[config.mk]
export PLATFORM = sky130hd
export DESIGN_NAME = clock_mode_ctrl
export DESIGN_NICKNAME = d
export VERILOG_FILES = /design/src/rtl/clock_pkg.sv /design/src/rtl/bcd2_wrap_inc.sv /design/src/rtl/clock_mode_ctrl.sv
export SDC_FILE = /design/constraint.sdc
export NUM_CORES = 1
export LEC_CHECK = 0
export ABC_AREA = 1
export CAP_MARGIN = 10
export CORE_MARGIN = 2
export CORE_UTILIZATION = 45
export CTS_CLUSTER_DIAMETER = 100
export DETAILED_ROUTE_END_ITERATION = 12
export PLACE_DENSITY = 0.74
export RECOVER_POWER = 100
export SLEW_MARGIN = 20
export SYNTH_ARGS = -nofsm -noshare
export SYNTH_HDL_FRONTEND = slang
export SYNTH_HIERARCHICAL = 1
export SYNTH_SLANG_ARGS = --single-unit
export TNS_END_PERCENT = 100
[constraint.sdc]
create_clock -name clk -period 3 [get_ports clk]
set_input_delay 0.6 -clock clk [delete_from_list [all_inputs] [get_ports clk]]
set_output_delay 0.6 -clock clk [all_outputs]
set_load 0.01 [all_outputs]
[src/rtl/clock_pkg.sv]
`default_nettype none
// ============================================================================
//  Module      : clock_pkg
//  Description : Shared definitions for the alarm-clock mode controller:
//                FSM state codes, digit-blink select codes and the BCD wrap
//                limits for hours (23) and minutes (59).
//  Contents    : mode_e, blink_e, c_* limits, blink_for(), hold_for()
//  Revision    : 1.0 - initial release
// ============================================================================
package clock_pkg;

  typedef enum logic [2:0] {
    MODE_RUN      = 3'd0,
    MODE_SET_HOUR = 3'd1,
    MODE_SET_MIN  = 3'd2,
    MODE_ALM_HOUR = 3'd3,
    MODE_ALM_MIN  = 3'd4,
    MODE_RING     = 3'd5
  } mode_e;

  typedef enum logic [1:0] {
    BLINK_NONE = 2'd0,
    BLINK_HOUR = 2'd1,
    BLINK_MIN  = 2'd2
  } blink_e;

  localparam logic [3:0] c_HOUR_MAX_TENS = 4'd2;
  localparam logic [3:0] c_HOUR_MAX_ONES = 4'd3;
  localparam logic [3:0] c_MIN_MAX_TENS  = 4'd5;
  localparam logic [3:0] c_MIN_MAX_ONES  = 4'd9;

  function automatic blink_e blink_for(input mode_e m);
    blink_e b;
    case (m)
      MODE_SET_HOUR, MODE_ALM_HOUR: b = BLINK_HOUR;
      MODE_SET_MIN,  MODE_ALM_MIN:  b = BLINK_MIN;
      default:                      b = BLINK_NONE;
    endcase
    return b;
  endfunction

  // Seconds are frozen only while the real time is being edited.
  function automatic logic hold_for(input mode_e m);
    return (m == MODE_SET_HOUR) || (m == MODE_SET_MIN);
  endfunction

endpackage
`default_nettype wire

[src/rtl/bcd2_wrap_inc.sv]
`default_nettype none
// ============================================================================
//  Module      : bcd2_wrap_inc
//  Description : Combinational two-digit BCD increment. The value MAX_TENS:
//                MAX_ONES wraps to 00; otherwise ones roll 9 -> 0 with a
//                carry into the tens digit.
//  Ports       : i_tens, i_ones  - current BCD digits
//                o_tens, o_ones  - incremented BCD digits
//  Revision    : 1.0 - initial release
// ============================================================================
module bcd2_wrap_inc #(
  parameter logic [3:0] MAX_TENS = 4'd5,
  parameter logic [3:0] MAX_ONES = 4'd9
) (
  input  logic [3:0] i_tens,
  input  logic [3:0] i_ones,
  output logic [3:0] o_tens,
  output logic [3:0] o_ones
);

  always_comb begin
    o_tens = i_tens;
    o_ones = i_ones + 4'd1;
    if ((i_tens == MAX_TENS) && (i_ones == MAX_ONES)) begin
      o_tens = 4'd0;
      o_ones = 4'd0;
    end else if (i_ones == 4'd9) begin
      o_tens = i_tens + 4'd1;
      o_ones = 4'd0;
    end
  end

endmodule
`default_nettype wire

[src/rtl/clock_mode_ctrl.sv]
`default_nettype none
// ============================================================================
//  Module      : clock_mode_ctrl
//  Description : Mode/set/alarm controller for a 24h BCD clock. Steps through
//                set and alarm-set modes on the mode key, issues increment
//                pulses on the inc key, keeps the alarm time, rings the
//                beeper on an alarm match and times out idle set modes.
//  Ports       : clk, rst_n (async, active-low), tick_1hz, btn_mode,
//                btn_inc, alarm_en, cur_h1/h0/m1/m0 (BCD current time)
//                -> set_inc_hour, set_inc_min, hold_sec, alm_h1/h0/m1/m0,
//                   mode, blink_sel, show_alarm, bee_en, bee_tone
//  Revision    : 1.0 - initial release
// ============================================================================
module clock_mode_ctrl
  import clock_pkg::*;
#(
  parameter int TIMEOUT_SEC = 10,
  parameter int RING_SEC    = 60
) (
  input  logic       clk,
  input  logic       rst_n,
  input  logic       tick_1hz,
  input  logic       btn_mode,
  input  logic       btn_inc,
  input  logic       alarm_en,
  input  logic [3:0] cur_h1,
  input  logic [3:0] cur_h0,
  input  logic [3:0] cur_m1,
  input  logic [3:0] cur_m0,
  output logic       set_inc_hour,
  output logic       set_inc_min,
  output logic       hold_sec,
  output logic [3:0] alm_h1,
  output logic [3:0] alm_h0,
  output logic [3:0] alm_m1,
  output logic [3:0] alm_m0,
  output logic [2:0] mode,
  output logic [1:0] blink_sel,
  output logic       show_alarm,
  output logic       bee_en,
  output logic       bee_tone
);

  localparam int c_IDLE_W = $clog2(TIMEOUT_SEC + 1);
  localparam int c_RING_W = $clog2(RING_SEC + 1);

  mode_e               state_q, state_d;
  logic                mode_prev_q, inc_prev_q, match_prev_q;
  logic [c_IDLE_W-1:0] idle_cnt_q, idle_cnt_d;
  logic [c_RING_W-1:0] ring_cnt_q, ring_cnt_d;
  logic [3:0]          alm_h1_q, alm_h0_q, alm_m1_q, alm_m0_q;
  logic [3:0]          alm_h1_d, alm_h0_d, alm_m1_d, alm_m0_d;
  logic                inc_hour_q, inc_hour_d, inc_min_q, inc_min_d;
  logic                bee_tone_q, bee_tone_d;
  logic                hold_q, bee_en_q, show_q;
  blink_e              blink_q;

  logic       w_mode_edge, w_inc_edge, w_any_edge;
  logic       w_match, w_match_rise;
  logic [3:0] w_hr_tens, w_hr_ones, w_mn_tens, w_mn_ones;

  assign w_mode_edge = btn_mode & ~mode_prev_q;
  assign w_inc_edge  = btn_inc  & ~inc_prev_q;
  assign w_any_edge  = w_mode_edge | w_inc_edge;

  // The match is tracked in every state, so a match that starts while a set
  // mode is active is already "old" when RUN resumes and will not ring.
  assign w_match      = alarm_en &&
                        ({cur_h1, cur_h0, cur_m1, cur_m0} ==
                         {alm_h1_q, alm_h0_q, alm_m1_q, alm_m0_q});
  assign w_match_rise = w_match & ~match_prev_q;

  bcd2_wrap_inc #(
    .MAX_TENS (c_HOUR_MAX_TENS),
    .MAX_ONES (c_HOUR_MAX_ONES)
  ) u_hour_inc (
    .i_tens (alm_h1_q),
    .i_ones (alm_h0_q),
    .o_tens (w_hr_tens),
    .o_ones (w_hr_ones)
  );

  bcd2_wrap_inc #(
    .MAX_TENS (c_MIN_MAX_TENS),
    .MAX_ONES (c_MIN_MAX_ONES)
  ) u_min_inc (
    .i_tens (alm_m1_q),
    .i_ones (alm_m0_q),
    .o_tens (w_mn_tens),
    .o_ones (w_mn_ones)
  );

  always_comb begin
    state_d    = state_q;
    idle_cnt_d = '0;
    ring_cnt_d = '0;
    inc_hour_d = 1'b0;
    inc_min_d  = 1'b0;
    alm_h1_d   = alm_h1_q;
    alm_h0_d   = alm_h0_q;
    alm_m1_d   = alm_m1_q;
    alm_m0_d   = alm_m0_q;
    bee_tone_d = 1'b0;

    case (state_q)
      MODE_RUN: begin
        // An alarm starting in the same cycle as a mode key wins, so the
        // alarm minute is never lost to a coincident key press.
        if (w_match_rise) begin
          state_d = MODE_RING;
        end else if (w_mode_edge) begin
          state_d = MODE_SET_HOUR;
        end
      end

      MODE_SET_HOUR, MODE_SET_MIN, MODE_ALM_HOUR, MODE_ALM_MIN: begin
        if (w_mode_edge) begin
          // Mode beats a simultaneous inc edge; the inc is dropped.
          case (state_q)
            MODE_SET_HOUR: state_d = MODE_SET_MIN;
            MODE_SET_MIN:  state_d = MODE_ALM_HOUR;
            MODE_ALM_HOUR: state_d = MODE_ALM_MIN;
            default:       state_d = MODE_RUN;
          endcase
        end else if (w_inc_edge) begin
          case (state_q)
            MODE_SET_HOUR: inc_hour_d = 1'b1;
            MODE_SET_MIN:  inc_min_d  = 1'b1;
            MODE_ALM_HOUR: begin
              alm_h1_d = w_hr_tens;
              alm_h0_d = w_hr_ones;
            end
            default: begin
              alm_m1_d = w_mn_tens;
              alm_m0_d = w_mn_ones;
            end
          endcase
        end else if (tick_1hz) begin
          if (idle_cnt_q == c_IDLE_W'(TIMEOUT_SEC - 1)) begin
            state_d = MODE_RUN;
          end else begin
            idle_cnt_d = idle_cnt_q + c_IDLE_W'(1);
          end
        end else begin
          idle_cnt_d = idle_cnt_q;
        end
      end

      MODE_RING: begin
        if (w_any_edge || !alarm_en) begin
          // Edge is swallowed: no mode step, no increment.
          state_d = MODE_RUN;
        end else if (tick_1hz) begin
          if (ring_cnt_q == c_RING_W'(RING_SEC - 1)) begin
            state_d = MODE_RUN;
          end else begin
            ring_cnt_d = ring_cnt_q + c_RING_W'(1);
            bee_tone_d = ~bee_tone_q;
          end
        end else begin
          ring_cnt_d = ring_cnt_q;
          bee_tone_d = bee_tone_q;
        end
      end

      default: state_d = MODE_RUN;
    endcase
  end

  always_ff @(posedge clk or negedge rst_n) begin
    if (!rst_n) begin
      state_q      <= MODE_RUN;
      mode_prev_q  <= 1'b0;
      inc_prev_q   <= 1'b0;
      match_prev_q <= 1'b0;
      idle_cnt_q   <= '0;
      ring_cnt_q   <= '0;
      alm_h1_q     <= 4'd0;
      alm_h0_q     <= 4'd0;
      alm_m1_q     <= 4'd0;
      alm_m0_q     <= 4'd0;
      inc_hour_q   <= 1'b0;
      inc_min_q    <= 1'b0;
      bee_tone_q   <= 1'b0;
      hold_q       <= 1'b0;
      bee_en_q     <= 1'b0;
      show_q       <= 1'b0;
      blink_q      <= BLINK_NONE;
    end else begin
      state_q      <= state_d;
      mode_prev_q  <= btn_mode;
      inc_prev_q   <= btn_inc;
      match_prev_q <= w_match;
      idle_cnt_q   <= idle_cnt_d;
      ring_cnt_q   <= ring_cnt_d;
      alm_h1_q     <= alm_h1_d;
      alm_h0_q     <= alm_h0_d;
      alm_m1_q     <= alm_m1_d;
      alm_m0_q     <= alm_m0_d;
      inc_hour_q   <= inc_hour_d;
      inc_min_q    <= inc_min_d;
      bee_tone_q   <= bee_tone_d;
      // Decoded outputs are registered from the next state so they change
      // on the same edge as mode.
      hold_q       <= hold_for(state_d);
      bee_en_q     <= (state_d == MODE_RING);
      show_q       <= (state_d == MODE_ALM_HOUR) || (state_d == MODE_ALM_MIN);
      blink_q      <= blink_for(state_d);
    end
  end

  assign mode         = state_q;
  assign set_inc_hour = inc_hour_q;
  assign set_inc_min  = inc_min_q;
  assign hold_sec     = hold_q;
  assign alm_h1       = alm_h1_q;
  assign alm_h0       = alm_h0_q;
  assign alm_m1       = alm_m1_q;
  assign alm_m0       = alm_m0_q;
  assign blink_sel    = blink_q;
  assign show_alarm   = show_q;
  assign bee_en       = bee_en_q;
  assign bee_tone     = bee_tone_q;

endmodule
`default_nettype wire
# --- Word-level counts from Yosys, hierarchy flattened ---
# Index checks and enable logic that the tools add are counted.
classes:
  bitwise: 10
  reduce_logical: 18
  muxes: 41
  n_addsub: 6
  n_eq_ne: 20
  shifts: 0
  div_mod_pow: 0
  n_lt_le_gt_ge: 0
  multipliers: 0
op_table:
  columns: ["op", "count"]
  rows:
  - ["4-bit two-way mux", 13]
  - ["3-bit two-way mux", 9]
  - ["6-bit two-way mux", 4]
  - ["4-bit by 1-bit adder with 4-bit output (second input constant)", 5]
  - ["3-bit case mux with 3 select lines", 2]
  - ["16-bit == test", 1]
  - ["3-bit by 2-bit == test with 1-bit output (second input constant)", 4]
  - ["3-bit == test (second input constant)", 4]
  - ["4-bit == test (second input constant)", 3]
  - ["1-bit two-way mux", 12]
  - ["5-bit AND reduction", 2]
  - ["4-bit by 2-bit == test with 1-bit output (second input constant)", 2]
  - ["4-bit AND reduction", 2]
  - ["6-bit by 1-bit adder with 6-bit output (second input constant)", 1]
  - ["3-bit by 1-bit == test with 1-bit output (second input constant)", 2]
  - ["6-bit == test (second input constant)", 1]
  - ["1-bit inverter", 6]
  - ["4-bit by 3-bit == test with 1-bit output (second input constant)", 1]
  - ["4-bit != test (second input constant)", 1]
  - ["2-bit case mux with 2 select lines", 1]
  - ["2-bit nonzero test", 2]
  - ["2-bit OR reduction", 2]
  - ["4-bit OR reduction", 1]
  - ["1-bit AND", 3]
  - ["7 further kinds", 11]
word_totals:
  wordCells: 112
  mem_bits_rw: 0
  latch_bits: 0
  regBits: 40
  romBits: 0
  mem_count: 0
  input_bits: 22

# --- Logic depth before layout (Yosys ltp) ---
depth:
  depth_word: 9
  mapped_depth: 13
  mapped_depth_nobuf: 13

# --- By module ---
# Netlist, hierarchy kept.
modules_own_cells:
  columns: ["module", "area_each_um2", "instances", "cells_per_inst"]
  rows:
  - ["clock_mode_ctrl", 2182.1, 1, 290]
  - ["bcd2_wrap_inc (u_hour_inc)", 246.5, 1, 48]
  - ["bcd2_wrap_inc (u_min_inc)", 227.7, 1, 33]

# --- Worst setup path before layout ---
# OpenSTA, ideal clock, no wires.
synth_path:
  path_type: "input-to-reg"
  from: "in tick_1hz"
  to: "reg hold_q, in the netlist hold_sec"
  t_arrival_ns: 1.383
  slack_ns: 1.499
  setup_ns: 0.118
  cell_stages: 9
  required_ns: 2.882
  path_cell_list: "buf_6 > inv_2 > a21oi_1 > nand2_1 > nand3_1 > a21oi_1 > inv_1 > nand4_1 > nand2_1"
synth_via:
  elab_chain_cells: 6
  elab_cells_between_ends: 9
synth_rtl:
  columns: ["element", "line", "text"]
  rows:
  - ["from (decl)", "clock_mode_ctrl.sv:22", "input logic tick_1hz,"]
  - ["3-bit two-way mux", "clock_mode_ctrl.sv:138", "end else if (tick_1hz) begin"]
  - ["3-bit two-way mux", "clock_mode_ctrl.sv:125", "end else if (w_inc_edge) begin"]
  - ["3-bit two-way mux", "clock_mode_ctrl.sv:117", "if (w_mode_edge) begin"]
  - ["3-bit case mux with 3 select lines *", "clock_mode_ctrl.sv:105", "case (state_q)"]
  - ["named net state_d[1]", "clock_mode_ctrl.sv:47", "mode_e state_q, state_d;"]
  - ["3-bit by 1-bit == test with 1-bit output / 3-bit by 2-bit == test with 1-bit output (equally long branches)", "clock_pkg.sv:44", "return (m == MODE_SET_HOUR) || (m == MODE_SET_MIN);"]
  - ["1-bit logical OR *", "clock_pkg.sv:44", null]
  - ["to (signal assigned)", "clock_mode_ctrl.sv:205", "hold_q <= hold_for(state_d);"]
  - ["to (decl)", "clock_mode_ctrl.sv:55", "logic hold_q, bee_en_q, show_q;"]
# The timed path passes the listed nets; every way through them passes the cells marked *.
# A chain may end at the register's enable or synchronous reset.

# --- Worst setup path after layout ---
layout_path:
  from: "in btn_mode"
  to: "reg alm_m0_q[3], in the netlist alm_m0[3]"
layout_via:
  elab_chain_cells: 3
layout_rtl:
  columns: ["element", "line", "text"]
  rows:
  - ["from (decl)", "clock_mode_ctrl.sv:23", "input logic btn_mode,"]
  - ["1-bit AND", "clock_mode_ctrl.sv:62", "assign w_mode_edge = btn_mode & ~mode_prev_q;"]
  - ["1-bit inverter (no source line)", null, null]
  - ["4-bit AND reduction (no source line)", null, null]
  - ["to (signal assigned)", "clock_mode_ctrl.sv:199", "alm_m0_q <= alm_m0_d;"]
  - ["to (decl)", "clock_mode_ctrl.sv:51", "logic [3:0] alm_h1_q, alm_h0_q, alm_m1_q, alm_m0_q;"]
# No other way between the ends.

==> results.json <==
{
  "tightest_slew_ns": 0.908,
  "rr_startpoint": "mode_prev_q$_DFF_PN0_",
  "cts_resized": 0,
  "synth_seq_cells": 40,
  "routedWlPerCell_um": 12.1,
  "rows": 27,
  "initial_core_util_pct": 47.4,
  "reg2reg_depth": 6,
  "critPathRequiredTime_ns": 3.18,
  "root_buffer": "clkbuf_8",
  "cap_viol_max_count": 0,
  "grtUsageTotal_pct": 19.8,
  "cp-start-kind": "input port",
  "clock_latency_ns": 0.30,
  "cp_data_arrival_time_ns": 2.34,
  "intPower_mw": 1.30,
  "status": "complete, no violations",
  "layout_setup_ws_ns": 0.840,
  "cts_setup_buffers": 0,
  "max_stage_delay_ns": 0.55,
  "syn_avg_cell_area_um2": 7.16,
  "hold_ws_ns": 0.430,
  "period_share_pct": 72.0,
  "ys_types": 30,
  "synth-seq-area-share_pct": 37.7,
  "setup_viol": 0,
  "yosys_warnings": 6,
  "postRouteAntennaNets": 0,
  "synth_area_um2": 2660,
  "clock_path_buffers": 2,
  "core_um2": 5610,
  "p_clk_share_pct": 25.1,
  "drc": 0,
  "final_nets": 456,
  "p_sw_share_pct": 36.8,
  "grt-ovfl-total": 0,
  "final_cell_mix": "nand2_1 (94), nor2_1 (61), inv_1 (55), dfrtp_1 (40), dlygate4sd3_1 (31)",
  "first_iter_violations": 102,
  "critical_path_class": "input port to register",
  "cts_buffers": 5,
  "antenna_found_initial": 0,
  "cts.htree.levels": 2,
  "avgViaCountPerCell": 4.97,
  "fin_setup_tns_ns": 0,
  "port_buffers": 48,
  "timing.rr.end": "alm_m0[3]$_DFFE_PN0P_",
  "vdd_drop_max_mv": 0.417,
  "layout_commonest_cell": "nand2_1",
  "net-switching-power_mw": 0.757,
  "report.final.slew_viol_count": 0,
  "hold_buffers": 0,
  "area_growth_pct": 24.3,
  "crit_path_top_delay_cell": "dlygate4sd3_1",
  "clock_sinks": 40,
  "dpl_cell_area_um2": 3200,
  "end_kind": "register",
  "fmax_mhz": 463,
  "rsz0062_at_grt": "false",
  "routed_wl_um": 6000,
  "clk_pin_slew_worst_paths_ns": 0.07,
  "grt_max_degree": 41,
  "fillCellCount": 537,
  "fin_crit_ns": 2.16,
  "power_density_nw_per_um2": 623,
  "n_antenna_cell": 0,
  "dieArea_um2": 6530,
  "dr_total_vias": 2458,
  "crit_path_frequent_cell": "nand2_1",
  "p_seq_share_pct": 37.1,
  "cts_tree": "done",
  "place_hpwl_um": 4510,
  "min_path_type": "input port to async pin",
  "skew_ns": 0.00827,
  "dr.pass1.iters": 4,
  "postLayoutCoreUtil_pct": 58.9,
  "dp_slack_ns": 0.754,
  "hold_viol": 0,
  "gp_congestion": 0.827,
  "io_pins": 49,
  "grt_pass1_wl_um": 10100,
  "synthesis.nets": 404,
  "max_slew_margin_pct": 39.5,
  "die_w_um": 80.8,
  "synth_cells": 371,
  "critPathMaxFanout": 14,
  "reg2reg_slack_ns": 1.35,
  "die_height_um": 80.8,
  "drive_gt1_share_pct": 7.80,
  "cp_cell_sequence": "dlygate4sd3_1, nand2_1, inv_1, nor2_1, nand2_1, mux2_2",
  "grt_pass1_vias": 2336,
  "finalInstanceArea_um2": 3300,
  "p_comb_share_pct": 37.8,
  "power_leakage_nw": 1.77
}
## kinds of logic after synthesis
group	synth area share, %
compound gates	8.34
simple gates	33.9
buf+inv	9.23
xor+xnor	3.96
fa+ha+maj	5.18
flops	37.7
mux	1.70
## stage by stage
step                      total power, mW  std cells
after floorplan                      1.27        371
after global placement               1.56        488
after detailed placement             1.59        488
after CTS                            2.11        495
after global routing                 2.21        495
final                                2.06        495
## sequential cells by signal, indices dropped and copies added (netlist names), 2 cells and up
name and cells:
idle_cnt_q 4, alm_m0 4, blink_sel 2, alm_m1 4, ring_cnt_q 6, alm_h0 4
mode 3, alm_h1 4
## worst max-delay path, delay by kind of cell
family        cells  cell delay, ns
buf+inv           2            0.65
simple gates      3            0.72
mux               1            0.37
## synth_stat cells
| library cell | count | area share (%) |
|---|---|---|
| nand2_1 | 90 | 13 |
| nor2_1 | 61 | 8.6 |
| inv_1 | 53 | 7.5 |
| dfrtp_1 | 40 | 38 |
| a21oi_1 | 24 | 4.5 |
| nand3_1 | 16 | 3.0 |
| ha_1 | 11 | 5.2 |
| nand4_1 | 9 | 2.1 |
| o21ai_0 | 9 | 1.7 |
| xnor2_1 | 8 | 2.6 |
| nand2_2 | 6 | 1.4 |
| inv_2 | 5 | 0.71 |
| nor2_2 | 5 | 1.2 |
| mux2_2 | 4 | 1.7 |
| nand3_2 | 4 | 1.5 |
| xor2_1 | 4 | 1.3 |
| nor3_1 | 3 | 0.57 |
| a21oi_2 | 2 | 0.66 |
| and3_1 | 2 | 0.47 |
| buf_2 | 2 | 0.38 |
| o21ai_1 | 2 | 0.38 |
| o21bai_1 | 2 | 0.57 |
| or2_2 | 2 | 0.47 |
| a211oi_1 | 1 | 0.28 |
| buf_6 | 1 | 0.42 |
| inv_4 | 1 | 0.24 |
| nand2_4 | 1 | 0.42 |
| nand3_4 | 1 | 0.66 |
| nor2_8 | 1 | 0.75 |
| o22ai_1 | 1 | 0.24 |
## per-layer routing
metal | global-route usage (%) | wire, um | up-vias
met5 | 0 | 0 | -
met2 | 34.2 | 2950 | 49
li1 | - | - | 1260
met1 | 24.7 | 2720 | 1140
met3 | 4.44 | 254 | 9
met4 | 6.27 | 78 | 0
## final cells by class
| class | count | area (um^2) | area share [%] |
|---|---|---|---|
| clock buffers | 5 | 68.8 | 2.08 |
| clock inverters | 2 | 60.1 | 1.82 |
| inverters | 59 | 224 | 6.78 |
| multi-input cells | 269 | 1380 | 41.9 |
| flip-flops and latches | 40 | 1000 | 30.3 |
| well taps | 72 | 90.1 | 2.73 |
| repair buffers | 48 | 475 | 14.4 |
## power by group through the flow
stage / clock [mW] / combinational [mW] / sequential [mW]
3_5_place_dp: 0 / 0.810 / 0.776
5_1_grt: 0.552 / 0.875 / 0.782
3_3_place_gp: 0 / 0.791 / 0.774
6_report: 0.516 / 0.777 / 0.763
2_1_floorplan: 0 / 0.482 / 0.786
4_1_cts: 0.524 / 0.817 / 0.768
## how the worst max path moves through the flow
stage          slack [ns]                  start  cells after the start                    end
2_1_floorplan        1.50               tick_1hz                      9     hold_sec$_DFF_PN0_
3_3_place_gp         0.77               btn_mode                      6  alm_m0[2]$_DFFE_PN0P_
3_5_place_dp         0.75               btn_mode                      6  alm_m0[3]$_DFFE_PN0P_
4_1_cts              0.93  alm_m0[2]$_DFFE_PN0P_                      1              alm_m0[2]
5_1_grt              0.70               btn_mode                      6  alm_m0[2]$_DFFE_PN0P_
6_report             0.84               btn_mode                      6  alm_m0[3]$_DFFE_PN0P_
(Power assumes the default switching activity.)
